[src/rtl/trace_readout.sv]
// Trace buffer readout: walks sample numbers Begin..End, fetches each packet and streams it MSB-first as bytes.
// Optional 12-byte {Begin, End, Trig} header enabled by defining TRACE_READOUT_HEADER_EN.
module trace_readout #(
    parameter int SAMPLE_PACKET_WIDTH = 32,
    parameter int ADDR_WIDTH          = 12
) (
    input  logic                           clk,
    input  logic                           reset,
    input  logic                           start,
    input  logic                           abort,
    input  logic [31:0]                    sampleNumber_Begin,
    input  logic [31:0]                    sampleNumber_End,
    input  logic [31:0]                    sampleNumber_Trig,
    output logic                           mem_rd_en,
    output logic [ADDR_WIDTH-1:0]          mem_addr,
    input  logic [SAMPLE_PACKET_WIDTH-1:0] mem_rd_data,
    output logic [7:0]                     tx_data,
    output logic                           tx_valid,
    input  logic                           tx_ready,
    output logic                           busy,
    output logic                           done,
    output logic [31:0]                    bytes_sent
);
    localparam int PKT_BYTES = SAMPLE_PACKET_WIDTH / 8;
    localparam int BCW       = (PKT_BYTES > 1) ? $clog2(PKT_BYTES) : 1;

    typedef enum logic [2:0] {IDLE, HEADER, FETCH, WAIT, SEND, DONE} state_t;
    state_t state, state_next;

    logic [31:0]                    cur;
    logic [31:0]                    remaining;
    logic [SAMPLE_PACKET_WIDTH-1:0] pkt;
    logic [BCW-1:0]                 byte_idx;
    logic                           accept;
    logic                           last_byte;

`ifdef TRACE_READOUT_HEADER_EN
    logic [95:0] hdr;
    logic [3:0]  hdr_idx;
`else
    logic unused_trig;
    assign unused_trig = ^sampleNumber_Trig;
`endif

    assign accept    = tx_valid & tx_ready;
    assign last_byte = (byte_idx == BCW'(PKT_BYTES - 1));

    always_comb begin
        state_next = state;
        mem_rd_en  = 1'b0;
        mem_addr   = '0;
        tx_valid   = 1'b0;
        tx_data    = '0;
        busy       = (state != IDLE);
        done       = 1'b0;
        case (state)
            IDLE: begin
`ifdef TRACE_READOUT_HEADER_EN
                if (start) state_next = HEADER;
`else
                if (start) state_next = FETCH;
`endif
            end
`ifdef TRACE_READOUT_HEADER_EN
            HEADER: begin
                tx_valid = 1'b1;
                tx_data  = hdr[95:88];
                if (accept && hdr_idx == 4'd11) state_next = FETCH;
            end
`endif
            FETCH: begin
                mem_rd_en  = 1'b1;
                mem_addr   = cur[ADDR_WIDTH-1:0];
                state_next = WAIT;
            end
            WAIT: state_next = SEND;
            SEND: begin
                tx_valid = 1'b1;
                tx_data  = pkt[SAMPLE_PACKET_WIDTH-1 -: 8];
                if (accept && last_byte) state_next = (remaining == 32'd0) ? DONE : FETCH;
            end
            DONE: begin
                done       = 1'b1;
                state_next = IDLE;
            end
            default: state_next = IDLE;
        endcase
        // Abort overrides everything, including a handshake completing this cycle.
        if (abort) state_next = IDLE;
    end

    always_ff @(posedge clk) begin
        if (reset) begin
            state      <= IDLE;
            cur        <= '0;
            remaining  <= '0;
            pkt        <= '0;
            byte_idx   <= '0;
            bytes_sent <= '0;
`ifdef TRACE_READOUT_HEADER_EN
            hdr        <= '0;
            hdr_idx    <= '0;
`endif
        end else begin
            state <= state_next;
            if (accept) bytes_sent <= bytes_sent + 32'd1;
            case (state)
                IDLE: if (start && !abort) begin
                    cur        <= sampleNumber_Begin;
                    remaining  <= sampleNumber_End - sampleNumber_Begin;
                    bytes_sent <= '0;
`ifdef TRACE_READOUT_HEADER_EN
                    hdr        <= {sampleNumber_Begin, sampleNumber_End, sampleNumber_Trig};
                    hdr_idx    <= '0;
`endif
                end
`ifdef TRACE_READOUT_HEADER_EN
                HEADER: if (accept) begin
                    hdr     <= hdr << 8;
                    hdr_idx <= hdr_idx + 4'd1;
                end
`endif
                WAIT: begin
                    pkt      <= mem_rd_data;
                    byte_idx <= '0;
                end
                SEND: if (accept) begin
                    pkt      <= pkt << 8;
                    byte_idx <= byte_idx + BCW'(1);
                    if (last_byte && remaining != 32'd0) begin
                        cur       <= cur + 32'd1;
                        remaining <= remaining - 32'd1;
                    end
                end
                default: ;
            endcase
        end
    end
endmodule

[config.mk]
export PLATFORM = sky130hd
export DESIGN_NAME = trace_readout
export DESIGN_NICKNAME = d
export VERILOG_FILES = /design/src/rtl/trace_readout.sv
export SDC_FILE = /design/constraint.sdc
export NUM_CORES = 1
export LEC_CHECK = 0
export ABC_AREA = 1
export CORE_ASPECT_RATIO = 0.6
export CORE_MARGIN = 2
export CORE_UTILIZATION = 45
export CTS_CLUSTER_DIAMETER = 80
export DETAILED_ROUTE_END_ITERATION = 7
export DONT_BUFFER_PORTS = 1
export PLACE_DENSITY = 0.65
export SYNTH_ARGS = -nofsm -noshare
export SYNTH_HDL_FRONTEND = slang
export SYNTH_SLANG_ARGS = --single-unit
[constraint.sdc]
create_clock -name clk -period 2.6 [get_ports clk]
set_input_delay 0.78 -clock clk [delete_from_list [all_inputs] [get_ports clk]]
set_output_delay 0.78 -clock clk [all_outputs]
set_load 0.03 [all_outputs]
==> flow_summary.ini <==
[run_status]
status = complete, no violations

[global_route]
grt_max_degree = 61
grt_pass1_wl_um = 45100
grt_use_total_pct = 26.5
overflow = 0
grt_pass1_vias = 8581
antenna_found_initial = 0

[final_layout]
diodes = 0
final_layout_size_suffix_gt1_share_pct = 5.67
finalNetCount = 1819
area_growth_pct = 11.9
final_common_cell = nand2_1
layout_common_cells = nand2_1, inv_1, nor2_1, dfxtp_1, a21oi_1

[synth]
syn_inst = 1623
ys_ff_latch = 113
synth_xor_area_share_pct = 3.95
syn_nets = 1793
synthSimpleGateAreaFrac_pct = 41.9
yosys_warnings = 0
synth_top_family_by_area = simple AND/OR/NAND/NOR gates
seq_area_frac_synth_pct = 24.9
synth-compound-area-share_pct = 11.4
synth_adder_area_share_pct = 5.17
ys_types = 37
synth.mux.area_fraction_pct = 0
synth_area_mm2 = 0.00909
syn_avg_cell_area_um2 = 5.60

[sta]
period_share_pct = 94.8
finClkSkew_ns = 0.0135
tns_ns = 0
hold_viol = 0
setup_viol = 0
finalCriticalPeriod_ns = 2.46
rsz0062_at_grt = no
max_freq_mhz = 406
worst_pin_slew_ns = 0.682
max_slew_margin_pct = 54.2
final_max_slew_viol_count = 0

[place]
gp_congestion = 0.952
portBuffers = 0
dp.final_hpwl_um = 22100

[critical_path]
cp-start-kind = register
worst-path-max-fanout = 13
worst-setup-path-type = reg -> out
cp.arrival_ns = 1.68
cp-end-kind = primary output
crit_required_ns = 1.82

[drt]
ant_nets = 0
num_vias = 9947
viasPerCell = 5.15
firstDrtPassIters = 5
drc_errors = 0
first_iter_violations = 895
wl_per_cell_um = 14.7
drt_wl_total_um = 28300

[clock_network]
clk_pin_slew_worst_paths_ns = 0.05
cts_buffer_depth = 2
cts_buffers = 17
clock_latency_ns = 0.41
cts_sinks = 113
cts_hold_buf = 0
cts_htree_levels = 4
cts_root_buffer = clkbuf_16
cts_tree = built

[floorplan]
die_h_um = 114
coreArea_mm2 = 0.0199
io_pins = 189
start_util_pct = 45.7
rows = 40
die_area_mm2 = 0.0214
die_x_um = 188

[power]
powerDensity_mw_per_mm2 = 525
ir_drop_uv = 466
power_leakage_nw = 5.10
p_total_mw = 5.34

[job]
maxCapViolations = 0

[worst_hold_path]
hold_class = in -> reg
cell usage after synthesis, drive strengths merged:
cell type  number  share of area, %
a21boi          1             0.083
nand2         548                23
or2             8              0.55
o21ai          68               3.7
buf            14              0.95
a211oi          4              0.33
nor3           34               2.1
clkinv          2             0.083
nor2          234               9.7
fa              1              0.22
xnor2           8              0.77
nand3b          8              0.66
clkbuf         29               1.2
o21bai          2              0.17
inv           254                10
and2            2              0.14
ha             36               5.0
a31oi          25               1.7
a21o            1             0.083
o21a            1             0.083
o211ai          1             0.083
o221ai          1             0.096
dfxtp         113                25
a21oi          91               5.0
nand3          90               5.1
xor2           33               3.2
nand4          14              0.96
what timing repair did:
item	in CTS	in global routing
setup endpoints to repair	0	12
setup buffers	0	0
resized for setup	0	1
sequential cells by signal, indices dropped and copies added, names as in the netlist:
register / flops
byte_idx: 2
bytes_sent: 32
cur: 12
pkt: 32
remaining: 32
state: 3
worst max-delay path, cell delays in order (launching register included):
cell	delay, ns
dfxtp_1	0.42
inv_1	0.15
nor2_1	0.21
inv_2	0.16
nor2_1	0.16
buf_4	0.18
worst paths after layout:
kind | from | slack [ns] | cells past startpoint | to
setup reg to reg | remaining[25]$_SDFFE_PP0P_ | 0.27 | 11 | cur[6]$_SDFFE_PP0P_
hold / removal | reset | 0.44 | 1 | pkt[1]$_SDFFE_PP0P_
hold reg to reg | pkt[5]$_SDFFE_PP0P_ | 0.46 | 2 | pkt[5]$_SDFFE_PP0P_
setup / recovery | state[1]$_SDFFE_PP0P_ | 0.14 | 5 | mem_addr[9]
routing by layer:
metal | share of wire [%] | vias to the layer above | GRT usage (%)
met2 | 36 | 395 | 33.4
met4 | 0.38 | 0 | 5.04
met5 | 0 | - | 0
met1 | 53 | 4449 | 43.7
met3 | 11 | 8 | 6.19
li1 | - | 5095 | -
cell families (layout without fill, tap and decap cells):
| group | after synthesis | after routing |
|---|---|---|
| flip-flops | 113 | 113 |
| AO/OA/AOI/OAI | 195 | 195 |
| XOR/XNOR | 41 | 41 |
| adder cells (fa/ha/maj) | 37 | 37 |
| AND/OR/NAND/NOR | 938 | 938 |
| buffers and inverters | 299 | 334 |
layout make-up:
type	count	area (um^2)
repair buffers	50	413
multi-input cells	1211	5680
inverters	256	961
well taps	273	342
flip-flops and latches	113	2260
clock buffers	22	484
fillers	2167	9750
clock inverters	6	35.0
through the flow:
| step | util, % | hold WS, ns | setup WS [ns] | instances | area [um^2] |
|---|---|---|---|---|---|
| 4_1_cts | 51.1 | 0.416 | 0.0455 | 1931 | 10200 |
| 3_3_place_gp | 48.5 | 0.445 | 0.0575 | 1903 | 9650 |
| 5_1_grt | 51.1 | 0.412 | 0.00487 | 1931 | 10200 |
| 6_report | 51.1 | 0.444 | 0.136 | 1931 | 10200 |
| 3_5_place_dp | 48.5 | 0.453 | 0.0406 | 1903 | 9650 |
| 2_1_floorplan | - | 0.441 | 0.0281 | 1623 | 9090 |
where the power goes:
| part | total [mW] | internal (mW) | switching (mW) |
|---|---|---|---|
| registers | 1.87 | 1.81 | 0.0662 |
| clock network | 2.07 | 1.29 | 0.784 |
| logic | 1.40 | 0.441 | 0.960 |
| total | 5.34 | 3.53 | 1.81 |
No activity file was read; power rests on OpenSTA's default activity.
